--- config.mk ---
export PLATFORM = sky130hd
export DESIGN_NAME = compress_pipe_ctrl
export DESIGN_NICKNAME = d
export VERILOG_FILES = /design/src/rtl/compress_pkg.sv /design/src/rtl/compress_pipe_ctrl_valid.sv /design/src/rtl/compress_pipe_ctrl.sv
export SDC_FILE = /design/constraint.sdc
export NUM_CORES = 1
export LEC_CHECK = 0
export CORE_MARGIN = 1
export CORE_UTILIZATION = 34
export DETAILED_ROUTE_END_ITERATION = 16
export DONT_BUFFER_PORTS = 1
export PLACE_DENSITY = 0.47
export SLEW_MARGIN = 20
export SYNTH_ARGS = -nofsm -noshare
export SYNTH_HDL_FRONTEND = slang
export SYNTH_SLANG_ARGS = --single-unit
--- constraint.sdc ---
create_clock -name i_clk -period 1.6 [get_ports i_clk]
set_input_delay 0.16 -clock i_clk [delete_from_list [all_inputs] [get_ports i_clk]]
set_output_delay 0.16 -clock i_clk [all_outputs]
set_load 0.005 [all_outputs]
--- src/rtl/compress_pkg.sv ---
// Shared types and line geometry for the compression pipeline sequencer.
package compress_pkg;

  typedef enum logic [1:0] {
    IDLE  = 2'd0,
    CLR   = 2'd1,
    RUN   = 2'd2,
    DRAIN = 2'd3
  } state_t;

  localparam int BEATS_PER_LINE = 8;
  localparam int WORDS_PER_BEAT = 2;

endpackage

--- src/rtl/compress_pipe_ctrl_valid.sv ---
// Two-deep valid/last tag chain that shadows the Stage1/Stage2 data registers.
module comp_valid_pipe (
  input  logic i_clk,
  input  logic i_reset,
  input  logic i_flush,
  input  logic advance,
  input  logic issue,
  input  logic issue_last,
  output logic v1,
  output logic v2,
  output logic last1,
  output logic last2
);

  always_ff @(posedge i_clk or negedge i_reset) begin
    if (!i_reset) begin
      v1    <= 1'b0;
      v2    <= 1'b0;
      last1 <= 1'b0;
      last2 <= 1'b0;
    end else if (i_flush) begin
      v1    <= 1'b0;
      v2    <= 1'b0;
      last1 <= 1'b0;
      last2 <= 1'b0;
    end else if (advance) begin
      v2    <= v1;
      last2 <= last1;
      v1    <= issue;
      last1 <= issue_last;
    end
  end

endmodule

--- src/rtl/compress_pipe_ctrl.sv ---
// Line sequencer for the two-stage compression pipeline: accepts a cache line,
// issues its word-pair beats, and drives the global pipeline advance enable.
//
// state | meaning
// IDLE  | waiting for a line request
// CLR   | line accepted, dictionary cleared (one cycle)
// RUN   | issuing beats 0..BEATS-1 into Stage1
// DRAIN | waiting for the final beat to leave Stage2
module compress_pipe_ctrl
  import compress_pkg::*;
#(
  parameter  int BEATS  = BEATS_PER_LINE,
  localparam int BEAT_W = $clog2(BEATS)
) (
  input  logic              i_clk,
  input  logic              i_reset,
  input  logic              i_req,
  input  logic              i_flush,
  input  logic              i_out_ready,
  output logic              o_ack,
  output logic              o_dict_clr,
  output logic [BEAT_W-1:0] o_word_sel,
  output logic              o_issue,
  output logic              o_pipe_en,
  output logic              o_s1_valid,
  output logic              o_s2_valid,
  output logic              o_s2_last,
  output logic              o_busy,
  output logic              o_line_done
);

  localparam logic [BEAT_W-1:0] LAST_BEAT = BEAT_W'(BEATS - 1);

  state_t            state;
  logic [BEAT_W-1:0] cnt;
  logic              line_done;
  logic              advance;
  logic              issue;
  logic              issue_last;
  logic              v1, v2, last1, last2;

  assign advance    = i_out_ready | ~v2;
  assign issue      = (state == RUN) & advance;
  assign issue_last = issue & (cnt == LAST_BEAT);

  always_ff @(posedge i_clk or negedge i_reset) begin
    if (!i_reset) begin
      state     <= IDLE;
      cnt       <= '0;
      line_done <= 1'b0;
    end else if (i_flush) begin
      state     <= IDLE;
      cnt       <= '0;
      line_done <= 1'b0;
    end else begin
      line_done <= 1'b0;
      case (state)
        IDLE: if (i_req) state <= CLR;
        CLR: begin
          cnt   <= '0;
          state <= RUN;
        end
        RUN: begin
          if (advance) begin
            if (cnt == LAST_BEAT) begin
              cnt   <= '0;
              state <= DRAIN;
            end else begin
              cnt <= cnt + 1'b1;
            end
          end
        end
        DRAIN: begin
          if (advance && v2 && last2) begin
            state     <= IDLE;
            line_done <= 1'b1;
          end
        end
        default: state <= IDLE;
      endcase
    end
  end

  comp_valid_pipe u_valid_pipe (
    .i_clk      (i_clk),
    .i_reset    (i_reset),
    .i_flush    (i_flush),
    .advance    (advance),
    .issue      (issue),
    .issue_last (issue_last),
    .v1         (v1),
    .v2         (v2),
    .last1      (last1),
    .last2      (last2)
  );

  // Enable is forced low while reset is held so every output reads 0 immediately.
  assign o_pipe_en   = advance & i_reset;
  assign o_issue     = issue;
  assign o_word_sel  = cnt;
  assign o_ack       = (state == CLR);
  assign o_dict_clr  = (state == CLR);
  assign o_busy      = (state != IDLE);
  assign o_s1_valid  = v1;
  assign o_s2_valid  = v2;
  assign o_s2_last   = last2;
  assign o_line_done = line_done;

endmodule

Word-level counts from Yosys, hierarchy flattened
Index checks and enable logic that the tools add are counted.
{"block": "word_totals", "input_bits": 5, "reg_bits": 10, "elab_cells": 50}
{"block": "classes", "bitwise": 5, "eq_ne": 8, "reduce_logical": 8, "mux": 21, "add_sub_neg": 1}
{"operator": "two-way mux 1 bit", "n": 11}
{"operator": "two-way mux 2 bit", "n": 5}
{"operator": "two-way mux 3 bit", "n": 3}
{"operator": "!= test 3 bit (second input constant)", "n": 3}
{"operator": "case mux 2 bit (4 select lines)", "n": 1}
{"operator": "case mux 3 bit (2 select lines)", "n": 1}
{"operator": "equality test 2 bit (second input constant)", "n": 2}
{"operator": "AND reduction 4 bit", "n": 1}
{"operator": "nonzero test 2 bit", "n": 2}
{"operator": "adder 3 x 1 -> 3 bit (second input constant)", "n": 1}
{"operator": "bitwise AND 1 bit", "n": 3}
{"operator": "equality test 3 bit (second input constant)", "n": 1}
{"operator": "!= test 3 x 2 -> 1 bit (second input constant)", "n": 1}
{"operator": "nonzero test 3 bit", "n": 1}
{"operator": "equality test 2 x 1 -> 1 bit (second input constant)", "n": 1}
{"operator": "logical AND 1 bit", "n": 2}
{"operator": "logical NOT 2 bit", "n": 1}
{"operator": "AND reduction 2 bit", "n": 1}
{"operator": "inverter 1 bit", "n": 1}
{"operator": "bitwise OR 1 bit", "n": 1}

Depth between registers and ports, before layout
{"block": "logic_depth", "ltp_word": 7, "ltp_mapped": 6, "mapped_depth_nobuf": 6}

Hierarchy
Synthesis repeated with hierarchy kept, for this count alone.
{"block": "hier_totals", "cells_unflattened": 58, "hier_area_um2": 628.1}
{"module": "compress_pipe_ctrl", "seq_area_each_um2": 150.1, "area_each_um2": 467.9, "cells_per_inst": 45, "instances": 1}
{"module": "comp_valid_pipe", "seq_area_each_um2": 100.1, "area_each_um2": 160.2, "cells_per_inst": 13, "instances": 1}

Worst setup path before layout
OpenSTA, ideal clock, no wires.
{"block": "synth_path", "path_type": "reg2reg", "start": "register state[0]", "end": "register state[0]", "path_slack_ps": 116, "required_time_ps": 1475, "period_less_slack_ps": 1484, "path_buffers": 0, "t_arrival_ps": 1359, "path_stages_with_launch": 7, "cell_sequence": "dfrtp_1 > inv_1 > ha_1 > nand2b_1 > a21oi_2 > a211oi_4 > mux2_4"}
{"block": "synth_between", "elab_chain_len": 3, "word_cells_on_any_way": 11, "cone_classes": "eq/ne (7); mux (2); reduce/logical (2)"}
{"element": "from (decl)", "line": "compress_pipe_ctrl.sv:34", "rtl": "state_t state;"}
{"element": "from (signal assigned)", "line": "compress_pipe_ctrl.sv:48", "rtl": "state <= IDLE;"}
{"element": "from (signal assigned)", "line": "compress_pipe_ctrl.sv:52", "rtl": "state <= IDLE;"}
{"element": "from (signal assigned)", "line": "compress_pipe_ctrl.sv:58", "rtl": "IDLE: if (i_req) state <= CLR;"}
{"element": "equality test 2 bit (tied with other cells)", "line": "compress_pipe_ctrl.sv:57", "rtl": "case (state)"}
{"element": "!= test 3 bit (no source line) (tied with other cells)"}
{"element": "AND reduction 4 bit (no source line) or two-way mux 2 bit (tied branches)"}
Parallel ways exist; a longest one is shown, timed or not.
A chain may end at the register's enable or synchronous reset.

Worst setup path in the final report
{"block": "layout_path", "start": "register cnt[1] (netlist: o_word_sel[1])", "end": "register state[0]"}
{"block": "layout_between", "elab_chain_len": 3}
{"element": "from (decl)", "line": "compress_pipe_ctrl.sv:35", "rtl": "logic [BEAT_W-1:0] cnt;"}
{"element": "from (signal assigned)", "line": "compress_pipe_ctrl.sv:69", "rtl": "cnt <= cnt + 1'b1;"}
{"element": "equality test 3 bit", "line": "compress_pipe_ctrl.sv:65", "rtl": "if (cnt == LAST_BEAT) begin"}
{"element": "!= test 3 x 2 -> 1 bit (no source line)"}
{"element": "AND reduction 4 bit (no source line)"}
{"element": "to (signal assigned)", "line": "compress_pipe_ctrl.sv:61", "rtl": "state <= RUN;"}
{"element": "to (signal assigned)", "line": "compress_pipe_ctrl.sv:67", "rtl": "state <= DRAIN;"}
{"element": "to (signal assigned)", "line": "compress_pipe_ctrl.sv:75", "rtl": "state <= IDLE;"}
No other way between the ends.

==> flow_results.org <==
** STA
- At the pin with the least slew margin, the transition time is 477.9 ps.
- Highest achievable clock rate :: 0.6715 GHz
- Of the available clock period, the critical path in the final layout requires 0.9307.
- Final hold analysis gives a worst-case slack of 76.59 ps.
- Setup Viol. Count Final :: 0
- RSZ-0062 raised after global routing :: false
- The smallest clock period supported by the final layout is computed as 1489 ps.
- Number of hold violations in the final report :: 0
- Slew margin rel. :: 0.6803
- On the final layout, the worst clock skew is about 2.7 ps.
- Final-layout setup total negative slack :: 0 ps
- The total count of max-transition violations in the final report came to 0.

** Final layout
- Of the cells placed in the final design, the portion with a size suffix greater than 1 is 0.2344.
- In the layout the commonest cells are sky130_fd_sc_hd__nor2_1, sky130_fd_sc_hd__dfrtp_1, sky130_fd_sc_hd__ha_1.
- Excluding fillers, the count of instances in the completed layout stands at 88.
- Area added between synthesis and finish :: 11.41%
- The final layout contains 77 nets.
- Most frequent standard cell in the layout excluding fill and tap cells :: sky130_fd_sc_hd__nor2_1
- Number of inserted diodes :: 0
- Number of fill cells in the layout :: between 150 and 200

** Yosys
- Synthesized-area fraction occupied by xor and xnor cells :: 0
- Post-Synth Adder-Cell Area :: 0.1222
- Synthesis instantiated 20 different standard cells from the library.
- Synth Cell Area :: 614.3 sq um
- Post-Synth Simple-Gate Area :: 0.1894
- During synthesis, Yosys emitted a total of 0 warnings.
- A synthesized cell averages 10.41 sq um.
- After synthesis, the largest family of logic cells by area is simple AND/OR/NAND/NOR gates.
- Sequential cell area fraction in the yosys report :: 0.4073
- Multiplexer area fraction after synthesis :: 0.1181
- Syn nets :: 70
- In this run, synthesis produced a sequential element count of 10.
- Count of mapped cells out of synthesis :: 59
- The post-synthesis compound-gate area fraction came to 0.09572.

** Setup path
- Endpoint arrival time on the critical path :: between 1500 and 2000 ps
- Setup slack, reg-to-reg :: approximately 110 ps
- The worst register-to-register path ends at state[0]$_DFFE_PN0P_.
- Critical path data required time :: 1740 ps
- Crit Reg-Reg Startpoint :: o_word_sel[1]$_DFFE_PN0P_
- Sort of element at the start of the critical path :: flop
- Of all nets on the critical path, the largest fanout is 4.
- By startpoint and endpoint, the worst setup path is classified as flop to flop.
- Measured in cells, the most critical reg-to-reg path has a length of 5.
- STA classifies the critical path endpoint as a flop.

** Routing
- The detailed router finished its first iteration with 5 violations.
- The detailed router placed 402 vias in this run.
- For this run, design rule violations remaining after detail routing come to 0.
- Average vias per placed instance :: 4.568
- Wirelength, routed :: 1088 microns
- Total iterations of the first detailed-routing run :: 2
- The detail route stage leaves a number of antenna-violating nets equal to 0.
- Dividing the detail-routed wire length by the instance count gives 12.36 microns.

** Placement
- Including well taps, the total number of placed cells is 83.
- The count of buffers added on input and output ports is 0.
- Post-DP HPWL :: 762.4 microns
- At the end of routability-driven placement, the weighted congestion stood at 0.7464.

** CTS
- For the worst-skew pair, the clock arrives at the later sink with an insertion delay of 250 ps.
- No sink is reached through more buffers than the 2 on the longest clock path.
- Clock buffer count from CTS :: 3
- Clock tree synthesis selected as its root buffer the cell sky130_fd_sc_hd__clkbuf_4.
- Total number of H-tree levels :: 1
- TritonCTS Sinks :: 10
- TritonCTS built the clock tree.
- Clock edge transition at the registers on the reported setup and hold paths :: 60 ps

** Floorplan
- Floorplan die width :: between 40 and 50 microns
- Total number of placement rows :: 14
- Number of top-level pins :: 17
- The initial utilization of the core area, before any placement, comes to 0.3854.
- The die is 44.51 microns tall.
- Core area :: 1594 sq um
- DIE AREA :: between 1500 and 2000 sq um

** Global routing
- Entering global routing, the biggest net connects 11 pins.
- The initial antenna violation count is 0.
- The first global-routing pass estimated 1897 microns of wire.
- Via count of the first global-routing pass :: 437
- In the global route stage, overall resource usage came out at 0.1362.
- Summed over all layers, the global routing overflow is 0.

** Flow run
- Max-cap violations in this run came to 0.

** Power
- In this run the static leakage power is 0.0003315 uW.
- IR analysis of the VDD net gives a maximum drop of 0.6171 mV.
- Sum of internal, switching and leakage power :: ~800 uW
- Power spread over the standard cell area amounts to approximately 1200 nW/um^2.

** Status
- The flow ran to the end, and the final reports show no timing, DRC or antenna violations.

** Worst hold path
- Endpoint, Worst Hold :: o_line_done$_DFF_PN0_
- Startpoint of the most critical hold path :: i_out_ready
- Worst Hold Depth :: 2
- In this run the worst hold path is classified as input pin to flop.
-- where the power goes --
group          internal (uW)  leakage [uW]  switching (uW)
Combinational            149      0.000182             163
Clock                   86.4     0.0000138            76.7
Sequential               292      0.000135            36.6
-- worst max-delay path: stages, from the launching register on --
cell and delay [ps]:
sky130_fd_sc_hd__dfrtp_1 400, sky130_fd_sc_hd__ha_1 170, sky130_fd_sc_hd__ha_1 190, sky130_fd_sc_hd__a21oi_2 80
sky130_fd_sc_hd__a211oi_4 210, sky130_fd_sc_hd__mux2_4 320
-- worst max path at each step --
stage,startpoint,to,slack [ps],depth (start not counted)
after global placement,state[0]$_DFFE_PN0P_,state[0]$_DFFE_PN0P_,100,6
after global routing,o_word_sel[1]$_DFFE_PN0P_,state[0]$_DFFE_PN0P_,6,5
final,o_word_sel[1]$_DFFE_PN0P_,state[0]$_DFFE_PN0P_,110,5
after floorplan,state[0]$_DFFE_PN0P_,state[0]$_DFFE_PN0P_,120,6
after detailed placement,state[0]$_DFFE_PN0P_,state[0]$_DFFE_PN0P_,100,6
after CTS,state[0]$_DFFE_PN0P_,state[0]$_DFFE_PN0P_,90,6
-- metrics by stage --
step	setup WS (ps)	util	instance area, sq um
final	110.9	0.4294	684.4
after global placement	104.9	0.4019	640.6
after global routing	5.679	0.4294	684.4
after detailed placement	99.29	0.4019	640.6
after floorplan	115.7	-	614.3
after CTS	91.82	0.4286	683.2
-- synth_stat cells, drive strengths merged --
| master | number | share of area |
|---|---|---|
| and2 | 2 | 0.024 |
| nand2b | 4 | 0.041 |
| nor2 | 12 | 0.073 |
| inv | 4 | 0.024 |
| buf | 2 | 0.031 |
| nor3b | 1 | 0.012 |
| a211oi | 1 | 0.033 |
| clkbuf | 1 | 0.012 |
| nand3 | 2 | 0.016 |
| nand3b | 1 | 0.012 |
| mux2 | 4 | 0.086 |
| nor2b | 1 | 0.010 |
| dfrtp | 10 | 0.41 |
| mux2i | 2 | 0.033 |
| a21oi | 4 | 0.039 |
| a22oi | 2 | 0.024 |
| ha | 6 | 0.12 |
-- logic make-up (layout without fill, tap and decap cells) --
family / Yosys count / in the layout
mux: 6 / 6
flops: 10 / 10
simple gates: 23 / 23
compound gates: 7 / 7
buf+inv: 7 / 12
fa+ha+maj: 6 / 6
-- timing repair --
item	in CTS	in global routing
buffers inserted	0	0
endpoints found under the setup margin	0	1
hold endpoints to repair	17	0
hold buffers	2	0
gates resized for setup	0	1
-- flip-flops by register name (all words and copies together), names as in the netlist --
| register | count |
|---|---|
| o_line_done | 1 |
| u_valid_pipe.v1 | 1 |
| u_valid_pipe.last2 | 1 |
| u_valid_pipe.last1 | 1 |
| u_valid_pipe.v2 | 1 |
| o_word_sel | 3 |
| state | 2 |
-- layer usage --
layer	track usage	vias up	part of all wire
li1	-	204	-
met1	0.1788	184	0.49
met2	0.2059	12	0.43
met3	0.03265	2	0.070
met4	0.07273	0	0.0092
met5	0	-	0
-- layout make-up --
| cell class | count | area (sq um) | area share |
|---|---|---|---|
| Clock buffer | 3 | 22.52 | 0.03291 |
| Inverter | 4 | 15.01 | 0.02194 |
| Multi-Input combinational cell | 42 | 322.8 | 0.4717 |
| Sequential cell | 10 | 251.5 | 0.3675 |
| Tap cell | 24 | 30.03 | 0.04388 |
| Timing Repair Buffer | 5 | 42.54 | 0.06216 |
No activity file was read; power rests on OpenSTA's default activity.
